==> src/rtl/ocm_pkg.sv <==
// Shared types and sizes for the OCM board-row prefetcher.
// Optional feature macro: OCM_PREFETCH_FLIP_EN (board flip).
package ocm_pkg;

  localparam int OCM_ADDR_WIDTH = 10;
  localparam int OCM_DATA_WIDTH = 8;
  localparam int BOARD_DIM      = 8;

  typedef enum logic [1:0] {
    IDLE,
    ISSUE,
    DRAIN,
    DONE
  } pf_state_t;

  typedef logic [2:0] board_idx_t;

endpackage

==> src/rtl/ocm_row_prefetch_if.sv <==
// OCM VGA-port bundle between the prefetcher and the memory.
// Optional feature macro: OCM_PREFETCH_FLIP_EN (board flip).
interface ocm_row_prefetch_if #(
  parameter int ADDR_WIDTH = 10,
  parameter int DATA_WIDTH = 8
);

  logic [ADDR_WIDTH-1:0] vga_addr;
  logic [DATA_WIDTH-1:0] vga_writein;
  logic                  vga_we;
  logic [DATA_WIDTH-1:0] vga_readout;

  modport master (
    output vga_addr,
    output vga_writein,
    output vga_we,
    input  vga_readout
  );

  modport slave (
    input  vga_addr,
    input  vga_writein,
    input  vga_we,
    output vga_readout
  );

endinterface

==> src/rtl/ocm_row_buffer.sv <==
// Ping-pong row store: writes go to the back bank, the
// registered read comes from the front bank.
module ocm_row_buffer
  import ocm_pkg::*;
#(
  parameter int DATA_WIDTH = 8
) (
  input  logic                  clk,
  input  logic                  reset,
  input  logic                  swap,
  input  logic                  we,
  input  board_idx_t            widx,
  input  logic [DATA_WIDTH-1:0] wdata,
  input  board_idx_t            ridx,
  output logic [DATA_WIDTH-1:0] rdata
);

  logic [DATA_WIDTH-1:0] bank [2][BOARD_DIM];
  logic                  sel;

  always_ff @(posedge clk) begin
    if (reset) begin
      sel   <= 1'b0;
      rdata <= '0;
      for (int b = 0; b < 2; b++) begin
        for (int i = 0; i < BOARD_DIM; i++) begin
          bank[b][i] <= '0;
        end
      end
    end else begin
      if (swap) sel <= ~sel;
      if (we) bank[~sel][widx] <= wdata;
      rdata <= bank[sel][ridx];
    end
  end

endmodule

==> src/rtl/ocm_row_prefetch.sv <==
// Blanking-time row prefetcher feeding the pixel lookup path.
// Optional feature macro: OCM_PREFETCH_FLIP_EN (board flip).
module ocm_row_prefetch
  import ocm_pkg::*;
#(
  parameter int ADDR_WIDTH = OCM_ADDR_WIDTH,
  parameter int DATA_WIDTH = OCM_DATA_WIDTH,
  parameter logic [ADDR_WIDTH-1:0] BASE_ADDR = '0,
  parameter int ROW_STRIDE = 8
) (
  input  logic                  clk,
  input  logic                  reset,
`ifdef OCM_PREFETCH_FLIP_EN
  input  logic                  flip,
`endif
  input  logic                  pf_req,
  input  board_idx_t            pf_row,
  input  logic                  line_start,
  input  board_idx_t            col_sel,
  output logic [DATA_WIDTH-1:0] square_data,
  output logic                  pf_busy,
  output logic                  pf_done,
  output logic                  overrun,
  ocm_row_prefetch_if.master    vga
);

  pf_state_t             state;
  board_idx_t            col;
  board_idx_t            rd_col;
  board_idx_t            req_row;
  board_idx_t            buf_widx;
  logic                  rd_valid;
  logic                  buf_we;
  logic [ADDR_WIDTH-1:0] row_base;
  logic [ADDR_WIDTH-1:0] req_base;

`ifdef OCM_PREFETCH_FLIP_EN
  logic flip_q;
  assign req_row  = flip ? ~pf_row : pf_row;
  assign buf_widx = flip_q ? ~rd_col : rd_col;
`else
  assign req_row  = pf_row;
  assign buf_widx = rd_col;
`endif

  // Truncation to ADDR_WIDTH gives the modulo wrap.
  assign req_base = BASE_ADDR
                  + ADDR_WIDTH'(req_row)
                  * ADDR_WIDTH'(ROW_STRIDE);

  assign pf_busy = (state == ISSUE) || (state == DRAIN);
  assign pf_done = (state == DONE);
  assign buf_we  = rd_valid && !line_start;

  assign vga.vga_we      = 1'b0;
  assign vga.vga_writein = '0;

  always_ff @(posedge clk) begin
    if (reset) begin
      state        <= IDLE;
      col          <= '0;
      rd_col       <= '0;
      rd_valid     <= 1'b0;
      row_base     <= '0;
      overrun      <= 1'b0;
      vga.vga_addr <= '0;
`ifdef OCM_PREFETCH_FLIP_EN
      flip_q       <= 1'b0;
`endif
    end else begin
      rd_valid <= (state == ISSUE) && !line_start;
      rd_col   <= col;
      if (line_start && pf_busy) overrun <= 1'b1;
      case (state)
        IDLE: begin
          if (pf_req) begin
            state        <= ISSUE;
            col          <= '0;
            row_base     <= req_base;
            vga.vga_addr <= req_base;
`ifdef OCM_PREFETCH_FLIP_EN
            flip_q       <= flip;
`endif
          end
        end
        ISSUE: begin
          if (line_start) begin
            state <= IDLE;
          end else if (col == 3'd7) begin
            state <= DRAIN;
          end else begin
            col          <= col + 3'd1;
            vga.vga_addr <= row_base
                          + ADDR_WIDTH'(col)
                          + ADDR_WIDTH'(1);
          end
        end
        DRAIN: begin
          state <= line_start ? IDLE : DONE;
        end
        DONE: begin
          state <= IDLE;
        end
      endcase
    end
  end

  ocm_row_buffer #(
    .DATA_WIDTH(DATA_WIDTH)
  ) u_buf (
    .clk   (clk),
    .reset (reset),
    .swap  (line_start),
    .we    (buf_we),
    .widx  (buf_widx),
    .wdata (vga.vga_readout),
    .ridx  (col_sel),
    .rdata (square_data)
  );

endmodule

==> src/flat_wrapper.sv <==
// flat-port wrapper written by rule: the top's interface ports become plain ports
module ocm_row_prefetch_flat import ocm_pkg::*;
#(
  parameter int ADDR_WIDTH = OCM_ADDR_WIDTH,
  parameter int DATA_WIDTH = OCM_DATA_WIDTH,
  parameter logic [ADDR_WIDTH-1:0] BASE_ADDR = '0,
  parameter int ROW_STRIDE = 8
)
  (clk, reset, pf_req, pf_row, line_start, col_sel, square_data, pf_busy, pf_done, overrun, vga_vga_addr, vga_vga_writein, vga_vga_we, vga_vga_readout);
  ocm_row_prefetch_if #(.ADDR_WIDTH(ADDR_WIDTH), .DATA_WIDTH(DATA_WIDTH)) vga_i ();
  input  logic clk;
  input  logic reset;
  input  logic pf_req;
  input  board_idx_t pf_row;
  input  logic line_start;
  input  board_idx_t col_sel;
  output logic [DATA_WIDTH-1:0] square_data;
  output logic pf_busy;
  output logic pf_done;
  output logic overrun;
  output wire logic [$bits(vga_i.vga_addr)-1:0] vga_vga_addr;
  output wire logic [$bits(vga_i.vga_writein)-1:0] vga_vga_writein;
  output wire logic [$bits(vga_i.vga_we)-1:0] vga_vga_we;
  input wire logic [$bits(vga_i.vga_readout)-1:0] vga_vga_readout;
  assign vga_vga_addr = vga_i.vga_addr;
  assign vga_vga_writein = vga_i.vga_writein;
  assign vga_vga_we = vga_i.vga_we;
  assign vga_i.vga_readout = vga_vga_readout;
  ocm_row_prefetch #(.ADDR_WIDTH(ADDR_WIDTH), .DATA_WIDTH(DATA_WIDTH), .BASE_ADDR(BASE_ADDR), .ROW_STRIDE(ROW_STRIDE)) u_core (.clk(clk), .reset(reset), .pf_req(pf_req), .pf_row(pf_row), .line_start(line_start), .col_sel(col_sel), .square_data(square_data), .pf_busy(pf_busy), .pf_done(pf_done), .overrun(overrun), .vga(vga_i));
endmodule
==> config.mk <==
export PLATFORM = sky130hd
export DESIGN_NAME = ocm_row_prefetch_flat
export DESIGN_NICKNAME = d
export VERILOG_FILES = /design/src/rtl/ocm_pkg.sv /design/src/rtl/ocm_row_prefetch_if.sv /design/src/rtl/ocm_row_buffer.sv /design/src/rtl/ocm_row_prefetch.sv /design/src/flat_wrapper.sv
export SDC_FILE = /design/constraint.sdc
export NUM_CORES = 1
export LEC_CHECK = 0
export ABC_CLOCK_PERIOD_IN_PS = 1900
export CAP_MARGIN = 0
export CORE_ASPECT_RATIO = 1.5
export CORE_MARGIN = 2
export CORE_UTILIZATION = 33
export DETAILED_ROUTE_END_ITERATION = 10
export GPL_TIMING_DRIVEN = 0
export PLACE_DENSITY_LB_ADDON = 0.2
export RECOVER_POWER = 100
export SETUP_SLACK_MARGIN = 0.05
export SLEW_MARGIN = 15
export SYNTH_ARGS = -nofsm -noshare
export SYNTH_HDL_FRONTEND = slang
export SYNTH_SLANG_ARGS = --single-unit
==> constraint.sdc <==
create_clock -name clk -period 1.9 [get_ports clk]
set_input_delay 0.19 -clock clk [delete_from_list [all_inputs] [get_ports clk]]
set_output_delay 0.19 -clock clk [all_outputs]
set_load 0.02 [all_outputs]
* Word level (Yosys, flattened, before mapping)
Memories as Yosys holds them, arrays and structs flattened. A register that Yosys moved wholly into a read port is not among the register bits.
Index checks and enable logic that the tools add are counted.
** Word-level totals
- Word-level logic and storage cells :: 67
- Output and inout port bits :: 30
- Bits in writable memories :: 128
- Flip-flop bits (word level) :: 32
- Bits in read-only memories :: 0
- Latch bits :: 0
- Memories kept :: 1
- Bits of input ports :: 18
** Operators by class
- Shift-type cells :: 0
- Eq/ne operators :: 8
- Divide/modulo/power cells :: 0
- $mul :: 0
- $lt $le $gt $ge :: 3
- Multiplexer cells :: 28
- Reductions and logical operators :: 12
- $add $sub $neg :: 3
- Bitwise gates (word level) :: 3
** Memories
- u_core.u_buf.bank :: depth 2, width 64, read ports 1, clocked after memory_dff 1, write ports 2, line ocm_row_buffer.sv:18 : logic [DATA_WIDTH-1:0] bank [2][BOARD_DIM];
** Operators with widths (number)
- $mux 64 :: 3
- $reduce_or 64->1 :: 1
- $mux 10 :: 3
- $bmux 8 s3 :: 1
- $demux 8 s3 :: 1
- $mux 8 :: 3
- $pmux 10 s2 :: 1
- $add 10x1->10 const B :: 1
- $mux 3 :: 3
- $ge 4x4->1 const B :: 2
- $mux 2 :: 4
- $not 3->4 :: 2
- $pmux 2 s4 :: 1
- $add 6x3->7 :: 1
- $mux 1 :: 7
- $ne 2x2->1 const B :: 3
- $pmux 3 s2 :: 1
- $eq 2x2->1 const B :: 2
- $logic_and 1x1->1 :: 4
- $lt 4x1->1 const B :: 1
- $reduce_and 2->1 :: 2
- $reduce_and 4->1 :: 1
- $add 3x1->3 const B :: 1
- $eq 3x3->1 const B :: 1
- 7 further kinds :: 7

* Logic depth before layout (Yosys ltp)
Gate-level depths: netlist of run 1.
- Depth in word-level cells :: 8
- Gate-level depth with buffers :: 7
- Mapped depth without buffers :: 6

* Modules after synthesis
Synthesis of run 1 repeated with hierarchy kept, for this count alone.
** Second synthesis, totals
- Cell total of the unflattened synthesis :: 506
- Area total of the unflattened synthesis :: 6712.7 um2
** By module, submodules not included
- ocm_row_buffer :: seq. area each 4043.9 um2, times used 1, cells each 398, area each 5798.1 um2
- ocm_row_prefetch :: seq. area each 340.3 um2, times used 1, cells each 108, area each 914.6 um2

* Least setup slack after synthesis of run 1
No wires, ideal clock.
- Kind :: flip-flop to flip-flop
- Start :: register u_core.col[0]
- End :: register u_core.vga.vga_addr[6]
- Clock period less this slack :: 1956 ps
- Setup time :: 71 ps
- Slack :: -56 ps
- Data required time :: 1829 ps
- Stages on the path, launching flop included :: 7
- Arrival time :: 1885 ps
- Path buffers :: 0
- Cell sequence :: dfxtp_1 -> ha_1 -> ha_1 -> or3b_1 -> a21o_1 -> or3_1 -> a21oi_1
** Between the ends
- Cells in the longest elaborated chain, start to end :: 5
- Elaborated cells between the ends (all ways) :: 8
- Classes of those cells :: add/sub (2); eq/ne (2); mux (3); reduce/logical (1)
** RTL lines
- start, declared :: line ocm_row_prefetch.sv:28 : board_idx_t col;
- start signal, assigned :: line ocm_row_prefetch.sv:92 : col <= col + 3'd1;
- $add 6x3->7 :: line ocm_row_prefetch.sv:94 : + ADDR_WIDTH'(col)
- $add 10x1->10 :: line ocm_row_prefetch.sv:95 : + ADDR_WIDTH'(1);
- $mux 10 :: line ocm_row_prefetch.sv:89 : end else if (col == 3'd7) begin
- $mux 10 :: line ocm_row_prefetch.sv:87 : if (line_start) begin
- $pmux 10 s2 :: line ocm_row_prefetch.sv:74 : case (state)
- end signal, assigned :: line ocm_row_prefetch.sv:80 : vga.vga_addr <= req_base;
- end signal, assigned :: line ocm_row_prefetch.sv:93 : vga.vga_addr <= row_base
- end, declared :: line ocm_row_prefetch_if.sv:14 : output vga_addr,
Several ways; a longest one is shown, not always the timed one. The select of a mux whose other input is x is not followed.
A chain may end at the register's enable or synchronous reset.

==> run_results.csv, run 1 <==
group,metric,value,unit
sta,finClkSkew,0.0101,ns
clock_tree,clock_path_buffers,2,
sta,hold_slack,0.228,ns
power_and_ir_drop,clockPowerShare,0.410,
logic_synthesis,synth_compound_area_frac,0.0316,
min_path,worstHoldStart,"line_start",
global_routing,grt_pass1_wl,26200,µm
sta,relSlewSlack,0.538,
placed_design,numPortBuffers,32,
logic_synthesis,synth_mux_area_frac,0.132,
critical_path,critPathMostFrequentCell,"a21oi_4",
logic_synthesis,yosysUniqueCellTypes,39,
critical_path,reg2reg_depth,5,
logic_synthesis,synth-simple-area-share,0.119,
power_and_ir_drop,p_sw,1.77,mW
status,outcome,"finished clean",
logic_synthesis,synth_edf_count,128,
global_routing,busiest_layer,"met2",
clock_tree,worstSkewPairLatency,0.42,ns
logic_synthesis,synth_top_family_by_area,"multiplexers",
critical_path,slowest_delay,0.50,ns
final_layout,final_nets,570,
detailed_routing,vias,4112,
placed_design,hpwl,12000,µm
placed_design,pre_cts_ws,-1.31,ns
sta,grt_setup_unrepaired,"true",
power_and_ir_drop,finalPower,8.03,mW
critical_path,crit_type,"in -> reg",
floorplan,ios,48,
detailed_routing,drt_drc_violations_left,0,
logic_synthesis,ys_warn_count,0,
global_routing,grt_max_degree,17,
global_routing,grt-ovfl-total,0,
min_path,hold_depth,2,
global_routing,antenna_found_initial,0,
clock_tree,cts_tree,"yes",
floorplan,die_y,178,µm
detailed_routing,wire_per_inst,21.5,µm
critical_path,crit_cells,6,
detailed_routing,postRouteAntennaNets,0,
critical_path,worstPathCellList,"clkdlybuf4s50_1 -> nor3b_4 -> buf_4 -> a21oi_4 -> a21oi_4 -> clkbuf_2",
final_layout,final_common_cell,"edfxtp_1",
final_layout,area.growth.synth_to_final,26.4,%
critical_path,crit_fanout,7,
placed_design,gp_routability_congestion,0.803,
critical_path,startpoint,"reset",
logic_synthesis,synth_seq_cells,155,
clock_tree,ctsHoldBuffers,0,
final_layout,drive_gt1_frac,0.252,
sta,setup_violations,0,
floorplan,core_area,0.0198,mm²
clock_tree,cts_root_buf,"clkbuf_16",
power_and_ir_drop,p_int,6.26,mW
critical_path,startpoint_type,"input pin",
power_and_ir_drop,seqPwrFrac,0.482,
sta,setup_slack,0.0542,ns
floorplan,dieArea,0.0213,mm²
sta,max_freq,542,MHz
sta,hold_viol,0,
logic_synthesis,yosysSeqAreaShare,0.660,
global_routing,use_met3,0.0353,
logic_synthesis,synth_top_flop_cell,"edfxtp_1",
clock_tree,cts_buffers,17,
critical_path,cp_slowest_cell,"clkdlybuf4s50_1",
sta,setup_tns,0,ns
critical_path,crit_family,"buffers and inverters",
sta,worst_pin_slew,0.693,ns
global_routing,grt.total_usage,0.173,
power_and_ir_drop,p_leak,3.12,nW
power_and_ir_drop,powerDensity,956,mW/mm²
critical_path,crit_buf_inv,3,
floorplan,num_rows,63,
logic_synthesis,syn_avg_cell_area,14.4,µm²
sta,period_share,0.971,
power_and_ir_drop,ir_drop,0.000577,V
global_routing,use_met1,0.197,
global_routing,grt_pass1_vias,4275,
logic_synthesis,async_flop_share,0,
critical_path,worst_setup_path_end_kind,"register",
logic_synthesis,synth_xor_xnor_area_share,0.00395,
global_routing,met2_usage,0.307,
power_and_ir_drop,switching_share,0.221,
clock_tree,cts.clk_slew.worst_paths,0.05,ns
detailed_routing,dr.pass1.iters,5,
final_layout,fin_util,0.425,
sta,layout_min_cycle_time,1.85,ns
sta,slew_violations,0,
logic_synthesis,netlist_instances,463,
clock_tree,cts.htree.levels,4,
final_layout,final_cell_mix,"edfxtp_1, nor2_1, buf_4, nand2_1, mux4_2",
floorplan,start_util,0.336,
detailed_routing,wl,17600,µm
flow_run,maxCapViolCount,0,
clock_tree,clock_sinks,155,
critical_path,worstPathRequired,2.00,ns
logic_synthesis,synth-adder-area-share,0.0113,
detailed_routing,viasPerCell,5.02,
critical_path,critPathArrivalTime,1.95,ns
power_and_ir_drop,combPwrFrac,0.108,
min_path,min_path_type,"in -> reg",
detailed_routing,drt_iter0_markers,321,
floorplan,die_w,120,µm
final_layout,antennaDiodeCount,0,
logic_synthesis,synth_area,0.00665,mm²
==> layout make-up <==
class	count	area, µm²
clock buffers	25	485
flip-flops and latches	155	4390
multi-input cells	269	2240
repair buffers	57	553
well taps	260	325
plain buffers	33	256
fillers	1832	11400
inverters	13	52.6
clock inverters	7	90.1
==> cell families (layout without fill, tap and decap cells) <==
| logic type | Yosys count | after routing |
|---|---|---|
| compound gates | 36 | 36 |
| xor+xnor | 3 | 3 |
| fa+ha+maj | 6 | 6 |
| buf+inv | 50 | 135 |
| flops | 155 | 155 |
| mux | 44 | 44 |
| other cells | 1 | 12 |
| simple gates | 168 | 168 |
==> power groups by stage <==
| stage | clock network (mW) | registers, mW | logic (mW) |
|---|---|---|---|
| floorplan | 0 | 3.97 | 0.458 |
| global route | 3.48 | 3.89 | 0.921 |
| finish | 3.29 | 3.87 | 0.867 |
| global placement | 0 | 3.94 | 0.757 |
| CTS | 3.33 | 3.88 | 0.854 |
| detailed placement | 0 | 3.95 | 0.777 |
==> per-stage QoR <==
step	instance area (µm²)	std cells
after floorplan	6720	474
after global placement	7360	766
after detailed placement	7420	770
after CTS	8340	811
after global routing	8400	819
final	8400	819
==> synthesized netlist by cell type (8+ instances only) <==
library cell / instances / area share
edfxtp_1: 128 / 0.58
nor2_1: 65 / 0.037
nand2_1: 39 / 0.022
dfxtp_1: 27 / 0.081
mux4_2: 26 / 0.088
a21oi_1: 21 / 0.016
buf_4: 15 / 0.017
inv_1: 13 / 0.0073
nand3_1: 12 / 0.0090
clkbuf_1: 11 / 0.0062
mux2i_1: 11 / 0.017
and3_1: 10 / 0.0094
and2_1: 9 / 0.0085
nor2b_1: 8 / 0.0075
==> repair_timing <==
item                                    in CTS  in global routing
pin swaps                                    6                  7
resized for setup                           57                 21
cloned                                       0                  1
endpoints found under the setup margin     204                 94
hold endpoints to repair                     0                  0
buffers inserted                            12                  8
==> registers in the layout (all words and copies together) (netlist names), 2 cells and up, named ones only <==
name,cells
u_core.buf_widx,3
u_core.u_buf.rdata,8
u_core.state,2
u_core.vga.vga_addr,5
u_core.u_buf.bank,128
u_core.col,2
u_core.row_base,3
==> worst paths after layout <==
kind                                                           to  slack (ns)
worst max-delay path            u_core.u_buf.bank[1][6]$_DFFE_PP_        0.05
worst min-delay path                   u_core.rd_valid$_SDFF_PP0_        0.23
worst max register to register   u_core.u_buf.rdata[6]$_SDFF_PP0_        0.06
worst min register to register        u_core.overrun$_SDFFE_PP0P_        0.47
==> per-layer routing <==
layer,part of all wire,wire (µm)
met1,0.38,6780
met2,0.54,9460
met3,0.046,804
met4,0.033,590
met5,0,0
No activity file was read; power rests on OpenSTA's default activity.
==> inputs of run 2 (changes only) <==
--- a/config.mk
+++ b/config.mk
@@ -11,6 +11,7 @@
 export CORE_MARGIN = 2
 export CORE_UTILIZATION = 33
 export DETAILED_ROUTE_END_ITERATION = 10
+export GPL_ROUTABILITY_DRIVEN = 0
 export GPL_TIMING_DRIVEN = 0
 export PLACE_DENSITY_LB_ADDON = 0.2
 export RECOVER_POWER = 100
==> results of run 2 <==
Same layout as run 1: the final DEF is identical, and so are final timing and power.
